`src/rtl/lsu_pkg.sv`:
```
// Shared types and constants for the load/store unit.
// Access sizes follow instruction bits [14:12].
package lsu_pkg;

  typedef enum logic [1:0] {
    S_IDLE,
    S_REQ,
    S_DONE
  } state_t;

  localparam logic [2:0] F3_B  = 3'b000;
  localparam logic [2:0] F3_H  = 3'b001;
  localparam logic [2:0] F3_W  = 3'b010;
  localparam logic [2:0] F3_BU = 3'b100;
  localparam logic [2:0] F3_HU = 3'b101;

  localparam logic [3:0] BE_B   = 4'b0001;
  localparam logic [3:0] BE_HLO = 4'b0011;
  localparam logic [3:0] BE_HHI = 4'b1100;
  localparam logic [3:0] BE_W   = 4'b1111;

endpackage

```
`src/rtl/lsu_align.sv`:
```
// Lane steering: store byte enables / replication and
// load lane selection with sign or zero extension.
module lsu_align
  import lsu_pkg::*;
(
  input  logic [2:0]  st_funct3,
  input  logic [1:0]  st_lane,
  input  logic [31:0] wdata,
  output logic [3:0]  be,
  output logic [31:0] wdata_rep,
  output logic        illegal,
  input  logic [2:0]  ld_funct3,
  input  logic [1:0]  ld_lane,
  input  logic [31:0] rdata,
  output logic [31:0] ldata
);

  logic [7:0]  lb;
  logic [15:0] lh;

  always_comb begin
    be        = '0;
    wdata_rep = wdata;
    illegal   = 1'b0;
    case (st_funct3)
      F3_B, F3_BU: begin
        be        = BE_B << st_lane;
        wdata_rep = {4{wdata[7:0]}};
      end
      F3_H, F3_HU: begin
        be        = st_lane[1] ? BE_HHI : BE_HLO;
        wdata_rep = {2{wdata[15:0]}};
        illegal   = st_lane[0];
      end
      F3_W: begin
        be      = BE_W;
        illegal = |st_lane;
      end
      default: illegal = 1'b1;
    endcase
  end

  always_comb begin
    lb    = rdata[{ld_lane, 3'b000} +: 8];
    lh    = ld_lane[1] ? rdata[31:16] : rdata[15:0];
    ldata = rdata;
    case (ld_funct3)
      F3_B:    ldata = {{24{lb[7]}}, lb};
      F3_BU:   ldata = {24'b0, lb};
      F3_H:    ldata = {{16{lh[15]}}, lh};
      F3_HU:   ldata = {16'b0, lh};
      default: ldata = rdata;
    endcase
  end

endmodule

```
`src/rtl/load_store_unit.sv`:
```
// Multi-cycle data-memory access controller with
// req/ack handshake, byte enables and a bus timeout.
module load_store_unit
  import lsu_pkg::*;
#(
  parameter int unsigned TIMEOUT = 16
) (
  input  logic        clk,
  input  logic        rst,
  input  logic        mem_read,
  input  logic        mem_write,
  input  logic [2:0]  funct3,
  input  logic [31:0] addr,
  input  logic [31:0] wdata,
  output logic [31:0] load_data,
  output logic        stall,
  output logic        wb_en,
  output logic        err,
  output logic        mem_req,
  output logic        mem_we,
  output logic [31:0] mem_addr,
  output logic [3:0]  mem_be,
  output logic [31:0] mem_wdata,
  input  logic [31:0] mem_rdata,
  input  logic        mem_ack
);

  state_t      state, state_nx;
  logic [7:0]  cnt;
  logic        err_q;
  logic        rd_q;
  logic [2:0]  f3_q;
  logic [1:0]  lane_q;

  logic [3:0]  be_c;
  logic [31:0] wd_c;
  logic [31:0] ld_c;
  logic        ill_c;
  logic        access;
  logic        illegal;
  logic        timeout;

  lsu_align u_align (
    .st_funct3 (funct3),
    .st_lane   (addr[1:0]),
    .wdata     (wdata),
    .be        (be_c),
    .wdata_rep (wd_c),
    .illegal   (ill_c),
    .ld_funct3 (f3_q),
    .ld_lane   (lane_q),
    .rdata     (mem_rdata),
    .ldata     (ld_c)
  );

  assign access  = mem_read | mem_write;
  assign illegal = ill_c | (mem_read & mem_write);
  assign timeout = (cnt == 8'(TIMEOUT - 1));

  always_comb begin
    state_nx = state;
    stall    = 1'b0;
    wb_en    = 1'b0;
    err      = 1'b0;
    case (state)
      S_IDLE: begin
        stall = access;
        if (access)
          state_nx = illegal ? S_DONE : S_REQ;
      end
      S_REQ: begin
        stall = 1'b1;
        if (mem_ack || timeout)
          state_nx = S_DONE;
      end
      S_DONE: begin
        wb_en    = rd_q & ~err_q;
        err      = err_q;
        state_nx = S_IDLE;
      end
      default: state_nx = S_IDLE;
    endcase
  end

  always_ff @(posedge clk or posedge rst) begin
    if (rst) begin
      state     <= S_IDLE;
      cnt       <= '0;
      err_q     <= 1'b0;
      rd_q      <= 1'b0;
      f3_q      <= '0;
      lane_q    <= '0;
      mem_req   <= 1'b0;
      mem_we    <= 1'b0;
      mem_addr  <= '0;
      mem_be    <= '0;
      mem_wdata <= '0;
      load_data <= '0;
    end else begin
      state <= state_nx;
      case (state)
        S_IDLE: begin
          if (access) begin
            rd_q   <= mem_read;
            f3_q   <= funct3;
            lane_q <= addr[1:0];
            err_q  <= illegal;
            cnt    <= '0;
            if (illegal) begin
              if (mem_read)
                load_data <= '0;
            end else begin
              mem_req   <= 1'b1;
              mem_we    <= mem_write;
              mem_addr  <= {addr[31:2], 2'b00};
              mem_be    <= be_c;
              mem_wdata <= wd_c;
            end
          end
        end
        S_REQ: begin
          cnt <= cnt + 8'd1;
          // ack wins over a coincident timeout
          if (mem_ack) begin
            mem_req <= 1'b0;
            mem_we  <= 1'b0;
            if (rd_q)
              load_data <= ld_c;
          end else if (timeout) begin
            mem_req <= 1'b0;
            mem_we  <= 1'b0;
            err_q   <= 1'b1;
            if (rd_q)
              load_data <= '0;
          end
        end
        default: ;
      endcase
    end
  end

endmodule

```
`config.mk`:
```
export PLATFORM = sky130hd
export DESIGN_NAME = load_store_unit
export DESIGN_NICKNAME = d
export VERILOG_FILES = /design/src/rtl/lsu_pkg.sv /design/src/rtl/lsu_align.sv /design/src/rtl/load_store_unit.sv
export SDC_FILE = /design/constraint.sdc
export NUM_CORES = 1
export LEC_CHECK = 0
export CORE_ASPECT_RATIO = 1.5
export CORE_MARGIN = 2
export CORE_UTILIZATION = 49
export DETAILED_ROUTE_END_ITERATION = 16
export PLACE_DENSITY = 0.86
export SYNTH_ARGS = -nofsm -noshare
export SYNTH_HDL_FRONTEND = slang
export SYNTH_HIERARCHICAL = 1
export SYNTH_SLANG_ARGS = --single-unit
```
`constraint.sdc`:
```
create_clock -name clk -period 8.1 [get_ports clk]
set_clock_uncertainty 0.2 [all_clocks]
set_input_delay 1.62 -clock clk [delete_from_list [all_inputs] [get_ports clk]]
set_output_delay 1.62 -clock clk [all_outputs]
set_load 0.02 [all_outputs]
```
-- Word level (Yosys, flattened, before mapping)
Index checks and enable logic that the tools add are counted.
- flip-flop bits (word level): 117
- bits in latches: 0
- bits in writable memories: 0
- ROM bits: 0
- input bits: 104
- word-level logic and storage cells: 90
- memories: 0
- add/sub/neg operators: 1
- multipliers: 0
- div/mod/pow operators: 0
- order comparisons: 0
- eq/ne operators: 19
- shifts and indexed selects: 2
- muxes and demuxes: 35
- bitwise gates (word level): 6
- reductions and logical operators: 15
- operators by type and width (operator ; count):
    two-way mux 32 bit ; 7
    case mux 32 bit (2 select lines) ; 2
    case mux 32 bit (4 select lines) ; 1
    indexed part select 32 x 6 -> 8 bit ; 1
    two-way mux 16 bit ; 1
    != test 2 bit (second input constant) ; 8
    case mux 8 bit (2 select lines) ; 1
    equality test 3 bit (second input constant) ; 4
    case mux 4 bit (3 select lines) ; 1
    two-way mux 1 bit ; 11
    adder 8 x 1 -> 8 bit (second input constant) ; 1
    equality test 8 x 4 -> 1 bit (second input constant) ; 1
    two-way mux 8 bit ; 1
    case mux 1 bit (2 select lines) ; 4
    AND reduction 4 bit ; 2
    equality test 3 x 1 -> 1 bit (second input constant) ; 2
    zero test 3 bit ; 2
    two-way mux 2 bit ; 3
    AND reduction 2 bit ; 3
    AND reduction 6 bit ; 1
    OR reduction 2 bit ; 3
    two-way mux 4 bit ; 1
    case mux 2 bit (2 select lines) ; 1
    left shift 1 x 2 -> 4 bit (first input constant) ; 1
    other kinds (12) ; 15

-- Longest topological paths before layout
- depth in word-level cells: 7
- gate-level depth with buffers: 9
- depth with buffers taken out: 6

-- Cells and area by module
The synthesis kept the hierarchy.
- modules (own cells, without submodules) (module ; times used ; cells an instance ; area an instance (um^2) ; sequential area each (um^2)):
    load_store_unit ; 1 ; 321 ; 4654.5 ; 2927.8
    lsu_align ; 1 ; 188 ; 1270.0 ; 0.0

-- Worst setup path before layout
OpenSTA, ideal clock, no wires.
- kind: input port to output port
- from: input port mem_write
- to: output port stall
- arrival time: 2.360 ns
- required time: 6.280 ns
- setup slack: 3.920 ns
- stages: 3
- buffers on the path: 0
- path through: or2_4 o21ai_0 inv_1
- word-level cells in the longest chain between the ends: 2
- RTL lines (item ; line ; RTL):
    from (decl) ; load_store_unit.sv:11 ; input logic mem_write,
    OR 1 bit ; load_store_unit.sv:56 ; assign access = mem_read | mem_write;
    case mux 1 bit (2 select lines) ; load_store_unit.sv:65 ; case (state)
    to (decl) ; load_store_unit.sv:16 ; output logic stall,
Every way passes these cells.

-- Worst setup path after layout
Same ends and word-level chain as after synthesis.

==> flow_summary.toml <==
[outcome]
status = "completed"

[clock_tree]
cts_sinks = 117
cts_inserted_buffers = 17
path_clk_slew_ps = 50
cts_tree = "built"
htreeDepth = 4
cts_root_buffer = "clkbuf_16"
worstSkewPairLatency_ps = 410
ctsHoldBuffers = 0
postCtsSetupRepairBufs = 0
post_cts.resized_instances = 0
clk_path_buf_depth = 2

[layout]
fill_cells = 840
multi_input_area_mm2 = 0.002641
fin_nets = 801
drive_above_1_share_pct = 19.46
area_growth_pct = 42.85
diodes = 0
seq_area_mm2 = 0.002928

[floorplan]
rows = 49
dieArea_mm2 = 0.01300
io_pins = 209
initial_utilization_pct = 49.81
die_h_um = 138.7
core-area_mm2 = 0.01189
dieWidth_um = 93.78

[power_and_ir_drop]
powerDensity_mw_per_mm2 = 382.9
p_leak_nw = 3.635
peakVddDrop_mv = 0.2501

[placement]
gp_congestion = 0.8647
dpl.hpwl_um = 11440
port_buffers = 206

[routing]
vias = 4836
drt-pass1-iter-count = 4
drcViolationCount = 0
wl_per_cell_um = 18.81
drt_first_iter_violations = 235
detail_route.vias_per_cell = 5.610
drtAntennaViolNets = 0
routed_wl_um = 16210

[synth]
synthCells = 509
postSynthAreaPerCell_um2 = 11.64
ys_types = 56
yosysMostFrequentCell = "dfrtp_1"
synthArstFlopShare_pct = 100.0
synth_area_mm2 = 0.005924
seq_area_frac_synth_pct = 49.42
synth_edf_count = 0
synth.top_cell.area_share_pct = 49.42
synthTopCellsByCount = "dfrtp_1 (117), mux2_2 (78), nand2_1 (62)"
ys_seq_elements = 117
synth_area_leaders = "dfrtp_1 (49%), mux2_2 (15%), a22o_1 (4.7%), nand2_1 (3.9%), mux2i_1 (2.9%)"
synth.largest_area_cell = "dfrtp_1"
ys.flop_type = "dfrtp_1"
yosysWarnings = 6

[timing]
rsz0062_at_grt = "false"
slew_headroom_pct = 37.03
setup_viol = 0
tns_ps = 0
final_hold_viol_count = 0
holdWs_ps = 297.1
layout_min_cycle_time_ps = 5405
fin_crit_sh_pct = 66.73
worstMarginPinSlew_ps = 944.5
fmax_mhz = 185.0
slew_violations = 0

[global_route]
grt_util_all_layers_pct = 25.30
grt_max_degree = 70
grt_pass1_vias = 5102
grt_antenna_before_repair = 0
gr-total-overflow = 0
grt_pass1_wl_um = 25820

[worst_setup_path]
required_ps = 6280
crit_path_frequent_cell = "clkdlybuf4s50_1"
crit_path_start_kind = "input port"
end_kind = "output pin"
max_stage_delay_ps = 560
critPathMaxFanout = 6
critical_path_class = "in -> out"
crit_slowest_cell = "clkdlybuf4s50_1"
crit_chain = "clkdlybuf4s50_1 -> or2_4 -> o21ai_0 -> inv_1 -> clkdlybuf4s50_1"
arrival_ps = 3580

[worst_hold_path]
hold_path.class = "reg -> reg"

[flow_run]
drv_cap = 0
[layout by cell type (no fill, tap or decap), types with 8 or more instances in the layout]
cell type,netlist,routed
nand2_1,62,62
o21ai_1,10,10
nor2_1,13,12
mux2_2,78,78
clkbuf_16,0,17
o21ai_0,34,34
a22o_1,32,32
dfrtp_1,117,117
clkdlybuf4s50_1,0,206
a211oi_1,18,18
inv_1,9,8
mux2i_1,17,17
[flip-flops by register name, indices dropped and copies added (netlist names), 2 cells and up]
| name | cells |
|---|---|
| cnt | 8 |
| f3_q | 3 |
| lane_q | 2 |
| load_data | 32 |
| mem_addr | 30 |
| mem_be | 4 |
| mem_wdata | 32 |
| state | 2 |
[worst max-delay path: cells and delay by family]
family | cells | cell delay (ps)
AOI/OAI and AO/OA | 1 | 510
buffers and inverters | 3 | 1150
and+or+nand+nor | 1 | 310
[report_power, final]
part / total [mW] / internal [mW] / leakage, nW / switching (mW)
logic: 1.51 / 0.744 / 1.89 / 0.769
clock network: 0.727 / 0.430 / 0.271 / 0.297
registers: 1.00 / 0.826 / 1.47 / 0.176
[final timing paths]
| kind | slack, ps | cells past startpoint | from | end |
|---|---|---|---|---|
| worst max-delay path | 2700 | 5 | mem_write | stall |
| worst min-delay path | 300 | 1 | cnt[7]$_DFFE_PP0P_ | cnt[7]$_DFFE_PP0P_ |
| worst max register to register | 5510 | 4 | state[0]$_DFFE_PP0P_ | mem_wdata[11]$_DFFE_PP0P_ |
| worst min register to register | 300 | 1 | cnt[7]$_DFFE_PP0P_ | cnt[7]$_DFFE_PP0P_ |
| max in group asynchronous | 4970 | 3 | rst | load_data[19]$_DFFE_PP0P_ |
| min in group asynchronous | 1470 | 2 | rst | mem_wdata[24]$_DFFE_PP0P_ |
[cells by family (layout without fill, tap and decap cells)]
group	count (synthesis)	after routing	synth area share [%]
flops	117	117	49.42
mux	104	104	20.23
fa+ha+maj	1	1	0.2112
simple gates	106	106	8.617
xor+xnor	2	2	0.2957
other cells	1	2	0.06330
compound gates	126	126	15.06
buf+inv	52	251	6.104
[area by class of cell]
class / count / area share, %
Clock buffer: 17 / 5.027
Tap cell: 153 / 2.262
Timing Repair Buffer: 210 / 24.72
Clock inverter: 15 / 1.759
Inverter: 9 / 0.4287
Sequential cell: 117 / 34.59
Multi-Input combinational cell: 341 / 31.21
[routing by layer]
metal  up-vias  GRT usage (%)  share of wire (%)  routed length [µm]
li1       2219              -                  -                   -
met1      2336          28.44                 36                5892
met2       235          42.48                 51                8327
met3        46          8.098                7.9                1273
met4         0          12.81                4.4                 718
met5         -              0                  0                   0
[metrics by stage]
| step | instance area, µm² | power, mW | util, % | setup slack (ps) | std cells |
|---|---|---|---|---|---|
| finish | 8463 | 3.241 | 71.16 | 2695 | 862 |
| global route | 8463 | 3.394 | 71.16 | 2561 | 862 |
| CTS | 8463 | 3.254 | 71.16 | 2722 | 862 |
| detailed placement | 7889 | 2.508 | 66.33 | 2735 | 830 |
| global placement | 7889 | 2.455 | 66.33 | 2827 | 830 |
| floorplan | 5928 | 1.858 | - | 3179 | 510 |
Power figures use the tool's default switching activity.
